--- src/rtl/ula_pkg.sv ---
// Shared definitions for the ULA operand-entry slice.
//   - estado_t and the entry FSM state codes (also shown on the board LEDs).
//   - ULA opcode constants, shared by the bench and the display logic.
package ula_pkg;

  typedef logic [1:0] estado_t;

  localparam estado_t ESPERA_A  = 2'b00;
  localparam estado_t ESPERA_B  = 2'b01;
  localparam estado_t ESPERA_OP = 2'b10;
  localparam estado_t PRONTO    = 2'b11;

  localparam logic [2:0] OP_SOMA = 3'd0;
  localparam logic [2:0] OP_SUB  = 3'd1;
  localparam logic [2:0] OP_MULT = 3'd2;
  localparam logic [2:0] OP_DIV  = 3'd3;
  localparam logic [2:0] OP_AND  = 3'd4;
  localparam logic [2:0] OP_OR   = 3'd5;
  localparam logic [2:0] OP_XOR  = 3'd6;
  localparam logic [2:0] OP_NOT  = 3'd7;

endpackage

--- src/rtl/debounce_botao.sv ---
// Conditions one raw push-button into a single-cycle press event.
//   clk, rst_n : system clock, asynchronous active-low reset
//   btn        : raw, bouncy, active-high button (asynchronous to clk)
//   pulso      : one clk cycle high when a debounced press is accepted
// The raw level is synchronized, must then hold a new level for
// DEBOUNCE_CYCLES consecutive cycles before it becomes the stable level,
// and the rising edge of the stable level produces the pulse.
module debounce_botao #(
  parameter int DEBOUNCE_CYCLES = 500000,
  parameter int SYNC_STAGES     = 2
) (
  input  logic clk,
  input  logic rst_n,
  input  logic btn,
  output logic pulso
);

  localparam int            CW       = $clog2(DEBOUNCE_CYCLES);
  localparam logic [CW-1:0] CONT_FIM = CW'(DEBOUNCE_CYCLES - 1);

  logic [SYNC_STAGES-1:0] sync_q;
  logic                   nivel_sync;
  logic [CW-1:0]          cont_q;
  logic                   estavel_q;
  logic                   estavel_d_q;

  assign nivel_sync = sync_q[SYNC_STAGES-1];

  // NOTE: the synchronizer chain is reset like any other flop so that no
  // phantom press can emerge from power-up garbage in the chain.
  always_ff @(posedge clk or negedge rst_n) begin
    if (!rst_n) begin
      sync_q <= '0;
    end else begin
      sync_q <= {sync_q[SYNC_STAGES-2:0], btn};
    end
  end

  // NOTE: sequential state is written with <= only, so every flop here
  // samples the pre-edge values regardless of statement order.
  always_ff @(posedge clk or negedge rst_n) begin
    if (!rst_n) begin
      cont_q      <= '0;
      estavel_q   <= 1'b0;
      estavel_d_q <= 1'b0;
    end else begin
      estavel_d_q <= estavel_q;
      if (nivel_sync == estavel_q) begin
        cont_q <= '0;
      end else if (cont_q == CONT_FIM) begin
        // Level held long enough: accept it; clearing here means no wrap.
        estavel_q <= nivel_sync;
        cont_q    <= '0;
      end else begin
        cont_q <= cont_q + CW'(1);
      end
    end
  end

  // Press only: the release edge of the stable level is ignored.
  assign pulso = estavel_q & ~estavel_d_q;

endmodule

--- src/rtl/ula_entrada_operandos.sv ---
// Operand-entry stage for the 8-bit ULA.
//   clk, rst_n   : system clock, asynchronous active-low reset
//   sw_dado[7:0] : data switches, captured into a then b on confirm
//   sw_op[2:0]   : operation switches, captured into sel_op on confirm
//   btn_confirma : raw confirm button (steps the entry FSM)
//   btn_cancela  : raw cancel button (returns to ESPERA_A, keeps operands)
//   a, b, sel_op : registered operands driving the ULA
//   valido       : registered, high while in PRONTO
//   estado       : current FSM state for the LEDs
module ula_entrada_operandos
  import ula_pkg::*;
#(
  parameter int DEBOUNCE_CYCLES = 500000,
  parameter int SYNC_STAGES     = 2
) (
  input  logic       clk,
  input  logic       rst_n,
  input  logic [7:0] sw_dado,
  input  logic [2:0] sw_op,
  input  logic       btn_confirma,
  input  logic       btn_cancela,
  output logic [7:0] a,
  output logic [7:0] b,
  output logic [2:0] sel_op,
  output logic       valido,
  output logic [1:0] estado
);

  logic    pulso_conf;
  logic    pulso_canc;
  estado_t estado_q;
  estado_t estado_prox;
  logic    cap_a;
  logic    cap_b;
  logic    cap_op;

  debounce_botao #(
    .DEBOUNCE_CYCLES(DEBOUNCE_CYCLES),
    .SYNC_STAGES    (SYNC_STAGES)
  ) u_deb_confirma (
    .clk  (clk),
    .rst_n(rst_n),
    .btn  (btn_confirma),
    .pulso(pulso_conf)
  );

  debounce_botao #(
    .DEBOUNCE_CYCLES(DEBOUNCE_CYCLES),
    .SYNC_STAGES    (SYNC_STAGES)
  ) u_deb_cancela (
    .clk  (clk),
    .rst_n(rst_n),
    .btn  (btn_cancela),
    .pulso(pulso_canc)
  );

  always_ff @(posedge clk or negedge rst_n) begin
    if (!rst_n) begin
      estado_q <= ESPERA_A;
    end else begin
      estado_q <= estado_prox;
    end
  end

  // NOTE: a default assignment first keeps this block purely combinational;
  // without it an unassigned path would infer a latch.
  always_comb begin
    estado_prox = estado_q;
    if (pulso_canc) begin
      estado_prox = ESPERA_A;           // cancel wins over a same-cycle confirm
    end else if (pulso_conf) begin
      case (estado_q)
        ESPERA_A:  estado_prox = ESPERA_B;
        ESPERA_B:  estado_prox = ESPERA_OP;
        ESPERA_OP: estado_prox = PRONTO;
        default:   estado_prox = ESPERA_A;
      endcase
    end
  end

  // Capture strobes coincide with the transition out of the capturing state.
  always_comb begin
    cap_a  = 1'b0;
    cap_b  = 1'b0;
    cap_op = 1'b0;
    if (pulso_conf && !pulso_canc) begin
      case (estado_q)
        ESPERA_A:  cap_a  = 1'b1;
        ESPERA_B:  cap_b  = 1'b1;
        ESPERA_OP: cap_op = 1'b1;
        default:   ;
      endcase
    end
  end

  always_ff @(posedge clk or negedge rst_n) begin
    if (!rst_n) begin
      a      <= '0;
      b      <= '0;
      sel_op <= '0;
      valido <= 1'b0;
    end else begin
      if (cap_a)  a      <= sw_dado;
      if (cap_b)  b      <= sw_dado;
      if (cap_op) sel_op <= sw_op;
      valido <= (estado_prox == PRONTO);
    end
  end

  assign estado = estado_q;

endmodule

--- config.mk ---
export PLATFORM = sky130hd
export DESIGN_NAME = ula_entrada_operandos
export DESIGN_NICKNAME = d
export VERILOG_FILES = /design/src/rtl/ula_pkg.sv /design/src/rtl/debounce_botao.sv /design/src/rtl/ula_entrada_operandos.sv
export SDC_FILE = /design/constraint.sdc
export NUM_CORES = 1
export LEC_CHECK = 0
export CAP_MARGIN = 40
export CORE_ASPECT_RATIO = 1.25
export CORE_MARGIN = 2
export CORE_UTILIZATION = 50
export CTS_BUF_LIST = sky130_fd_sc_hd__clkbuf_16
export DETAILED_ROUTE_END_ITERATION = 6
export DONT_BUFFER_PORTS = 1
export PLACE_DENSITY_LB_ADDON = 0.1
export SETUP_SLACK_MARGIN = 0.15
export SYNTH_ARGS = -nofsm -noshare
export SYNTH_HDL_FRONTEND = slang
export SYNTH_SLANG_ARGS = --single-unit
--- constraint.sdc ---
create_clock -name clk -period 1.7 [get_ports clk]
set_input_delay 0.34 -clock clk [delete_from_list [all_inputs] [get_ports clk]]
set_output_delay 0.34 -clock clk [all_outputs]
set_load 0.01 [all_outputs]
==> metrics.txt <==
# TYPE chip_impl_metric gauge
chip_impl_metric{name="max_freq",unit="MHz"} 600.3
chip_impl_metric{name="synth-async-reset-ratio",unit=""} 1.000
chip_impl_info{name="worstSetupEndpointType",value="flip-flop"} 1
chip_impl_metric{name="dieArea",unit="µm²"} 6740
chip_impl_metric{name="avgRoutedWirePerCell",unit="µm"} 14.51
chip_impl_metric{name="finalWorstSetupSlack",unit="ns"} 0.03425
chip_impl_metric{name="setup_viol",unit=""} 0
chip_impl_metric{name="num_io_pins",unit=""} 37
chip_impl_metric{name="yosys.area.top_type_share",unit=""} 0.5583
chip_impl_info{name="layer_carrying_the_most_global_route_usage",value="met2"} 1
chip_impl_metric{name="clock_tree.htree_level_count",unit=""} 3
chip_impl_metric{name="tightest_slew",unit="ns"} 0.3721
chip_impl_metric{name="critical_path_peak_fanout",unit=""} 9
chip_impl_metric{name="switching_fraction_of_total_power",unit=""} 0.2241
chip_impl_metric{name="timing.final.hold_violations",unit=""} 68
chip_impl_info{name="status",value="complete, but fails checks"} 1
chip_impl_metric{name="postSynthRegisterBits",unit=""} 68
chip_impl_metric{name="leakage",unit="µW"} 0.001664
chip_impl_info{name="violations",value="hold timing"} 1
chip_impl_metric{name="place.detailed.hpwl",unit="µm"} 3737
chip_impl_metric{name="first_pass_grt_wire_length",unit="µm"} 9349
chip_impl_metric{name="final_util",unit=""} 0.6670
chip_impl_metric{name="count_of_warnings_emitted_by_yosys",unit=""} 0
chip_impl_metric{name="core.rowCount",unit=""} 31
chip_impl_info{name="postSynth.topFlopCell",value="dfrtp_1"} 1
chip_impl_info{name="cts_tree",value="yes"} 1
chip_impl_metric{name="layout-area-overhead-vs-synth",unit="%"} 28.16
chip_impl_metric{name="grt_util_all_layers",unit=""} 0.1796
chip_impl_metric{name="p_per_area",unit="nW/µm²"} 891.5
chip_impl_metric{name="first_global_vias",unit=""} 2059
chip_impl_metric{name="worst_case_clock_buffer_depth",unit=""} 2
chip_impl_info{name="ys_top_cells_by_area",value="dfrtp_1 56%, mux2_2 7.8%, nor2_1 4.1%"} 1
chip_impl_info{name="critical_path_class",value="flip-flop to flip-flop"} 1
chip_impl_metric{name="mappedNetlistArea",unit="µm²"} 3048
chip_impl_info{name="cts_root_buf",value="clkbuf_16"} 1
chip_impl_metric{name="grt_overflow",unit=""} 0
chip_impl_metric{name="synth_cells",unit=""} 264
chip_impl_metric{name="synth.net_count",unit=""} 284
chip_impl_metric{name="hold_ws",unit="ns"} -0.2902
chip_impl_metric{name="share_of_final_layout_standard_cells_stronger_than_drive_strength_1",unit=""} 0.3834
chip_impl_metric{name="global_route.usage.met3",unit=""} 0.05438
chip_impl_info{name="most_frequent_cells_in_the_layout",value="64 x dfrtp_1, 34 x buf_4, 23 x nor2_1"} 1
chip_impl_metric{name="cell_internal_pwr",unit="µW"} 2702
chip_impl_info{name="grt_setup_unrepaired",value="true"} 1
chip_impl_metric{name="antenna_violations_before_repair",unit=""} 0
chip_impl_info{name="hold_removal_path_class",value="input pin to async pin"} 1
chip_impl_metric{name="antennaDiodeCount",unit=""} 0
chip_impl_metric{name="timing_max_transition_violations_final",unit=""} 0
chip_impl_metric{name="port_buffers",unit=""} 0
chip_impl_metric{name="clkTransAtPathRegs",unit="ns"} 0.06
chip_impl_metric{name="routabilityCongestion",unit=""} 0.8652
chip_impl_metric{name="avgSynthCellArea",unit="µm²"} 11.55
chip_impl_metric{name="dp_worst_setup_slack",unit="ns"} 0.006403
chip_impl_metric{name="seq_power_share",unit=""} 0.488
chip_impl_metric{name="clock_buffer_count_from_cts",unit=""} 9
chip_impl_metric{name="clk_lat_worst_skew",unit="ns"} 0.32
chip_impl_metric{name="use_met2",unit=""} 0.2887
chip_impl_metric{name="floorplan.die.height",unit="µm"} 91.29
chip_impl_metric{name="detail_route.drc_violations",unit=""} 0
chip_impl_metric{name="start_util",unit=""} 0.5204
chip_impl_metric{name="via_per_inst",unit=""} 5.241
chip_impl_metric{name="worst_ir_drop_vdd",unit="mV"} 0.6852
chip_impl_metric{name="horizontal_extent_of_the_die",unit="µm"} 73.84
chip_impl_metric{name="placedInstanceArea",unit="µm²"} 3346
chip_impl_metric{name="min_period_over_period",unit=""} 0.9799
chip_impl_metric{name="finalWorstPathRequiredPeriod",unit="ns"} 1.666
chip_impl_metric{name="floorplan.core_area",unit="µm²"} 5857
chip_impl_metric{name="crit_required",unit="ns"} 1.91
chip_impl_metric{name="maximum_number_of_pins_on_one_net_before_global_route_repair",unit=""} 69
chip_impl_metric{name="clock_power_share",unit=""} 0.482
chip_impl_metric{name="detailedRoute.firstIterationViolations",unit=""} 80
chip_impl_info{name="most_common_library_cell_in_the_layout_ignoring_fill_and_taps",value="dfrtp_1"} 1
chip_impl_metric{name="drt_wl_total",unit="µm"} 5730
chip_impl_metric{name="final_cell_area",unit="µm²"} 3906
chip_impl_info{name="cp-start-kind",value="flip-flop"} 1
chip_impl_metric{name="clkSinkCount",unit=""} 68
chip_impl_metric{name="synth_enable_flop_cells",unit=""} 0
chip_impl_metric{name="layout_net_count",unit=""} 328
chip_impl_metric{name="reg2reg_setup_slack",unit="ns"} 0.03
chip_impl_metric{name="maxCapViolations",unit=""} 0
chip_impl_metric{name="final_antenna_net_count",unit=""} 0
chip_impl_metric{name="synth-seq-area-share",unit=""} 0.5583
chip_impl_metric{name="routed-via-count",unit=""} 2070
chip_impl_metric{name="synthDistinctLibCells",unit=""} 37
chip_impl_info{name="yosys.area.top_type",value="dfrtp_1"} 1
chip_impl_metric{name="critPathArrivalTime",unit="ns"} 1.87
chip_impl_metric{name="power_share_of_the_combinational_group",unit=""} 0.030
chip_impl_metric{name="firstDrtPassIters",unit=""} 4
chip_impl_metric{name="switching_component_of_the_power",unit="µW"} 780.3
chip_impl_metric{name="timing.clock.skew",unit="ns"} 0.006257
chip_impl_metric{name="gr-usage-met1",unit=""} 0.2229
chip_impl_metric{name="maxSlewHeadroom",unit=""} 0.7511
[per-stage QoR]
step | setup TNS, ns | total power (µW) | cells
3_5_place_dp | 0 | 1809 | 364
5_1_grt | -0.008829 | 3644 | 395
3_3_place_gp | 0 | 1805 | 364
2_1_floorplan | 0 | 1784 | 264
4_1_cts | 0 | 3514 | 388
6_report | 0 | 3483 | 395
[routing by layer]
layer | vias up | part of all wire
li1 | 1024 | -
met1 | 1004 | 0.44
met2 | 36 | 0.52
met3 | 6 | 0.030
met4 | 0 | 0.011
met5 | - | 0
[path summary, 6_finish.rpt]
| check | startpoint | endpoint | cells after the start |
|---|---|---|---|
| setup / recovery | u_deb_cancela.cont_q[11] | u_deb_cancela.cont_q[10] | 4 |
| hold / removal | rst_n | u_deb_cancela.cont_q[5] | 0 |
| setup reg to reg | u_deb_cancela.cont_q[11] | u_deb_cancela.cont_q[10] | 4 |
| hold reg to reg | u_deb_confirma.sync_q[0] | u_deb_confirma.sync_q[1] | 0 |
| max in group asynchronous | rst_n | u_deb_cancela.cont_q[8] | 0 |
| min in group clk | btn_cancela | u_deb_cancela.sync_q[0] | 0 |
[flip-flops by register name, summed over array words and instances, names as in the netlist]
register,cells
u_deb_cancela.estavel_q,1
u_deb_cancela.cont_q,19
a,8
valido,1
estado,2
sel_op,3
u_deb_confirma.estavel_d_q,1
u_deb_cancela.estavel_d_q,1
u_deb_confirma.estavel_q,1
u_deb_confirma.sync_q,2
u_deb_confirma.cont_q,19
u_deb_cancela.sync_q,2
b,8
[kinds of logic after synthesis]
kind of cell / after synthesis / share of synthesized area
adders and majority gates: 5 / 0.02053
and+or+nand+nor: 109 / 0.2036
muxes: 22 / 0.08087
AOI/OAI and AO/OA: 23 / 0.04680
DFF: 68 / 0.5583
buffers and inverters: 11 / 0.01519
xor gates and xnor gates: 26 / 0.07471
[Yosys cell counts (2+ instances only)]
cell and n:
dfrtp_1 68, nor2_1 33, mux2_2 21, nand2_1 13
xnor2_1 13, xor2_1 13, nand4_1 11, a21oi_1 10
nand3_1 10, inv_1 7, o21ai_0 7, or3_1 7
nor3_1 6, ha_1 5, and2_1 4, and4_1 4
buf_2 4, and3_1 3, nor2b_1 3, nor4_1 3
o31ai_1 2, or4_1 2
[final cells by class]
type / instances / area, µm²
clock buffer: 9 / 225.2
fill: 455 / 1951
sequential: 68 / 1707
timing repair buffer: 37 / 297.8
inverter: 7 / 26.28
clock inverter: 7 / 51.30
multi-input combinational: 185 / 1496
tap: 82 / 102.6
[what timing repair did]
action	in CTS	in global routing
gates resized for setup	10	38
pin swaps	2	12
setup buffers	8	7
hold endpoints to repair	68	68
setup endpoints to repair	31	44
[critical path, cell delays in order (launching register included)]
cell,delay (ns)
dfrtp_1,0.41
or4bb_4,0.59
o31ai_4,0.29
buf_6,0.21
nor2_1,0.06
[power by group through the flow]
stage | sequential, µW | combinational (µW) | clock, µW
final | 1700 | 104 | 1680
after detailed placement | 1730 | 78.5 | 0
after global placement | 1730 | 76.1 | 0
after floorplan | 1720 | 59.7 | 0
after CTS | 1700 | 91.0 | 1720
after global routing | 1700 | 115 | 1820
Power figures use the tool's default switching activity.
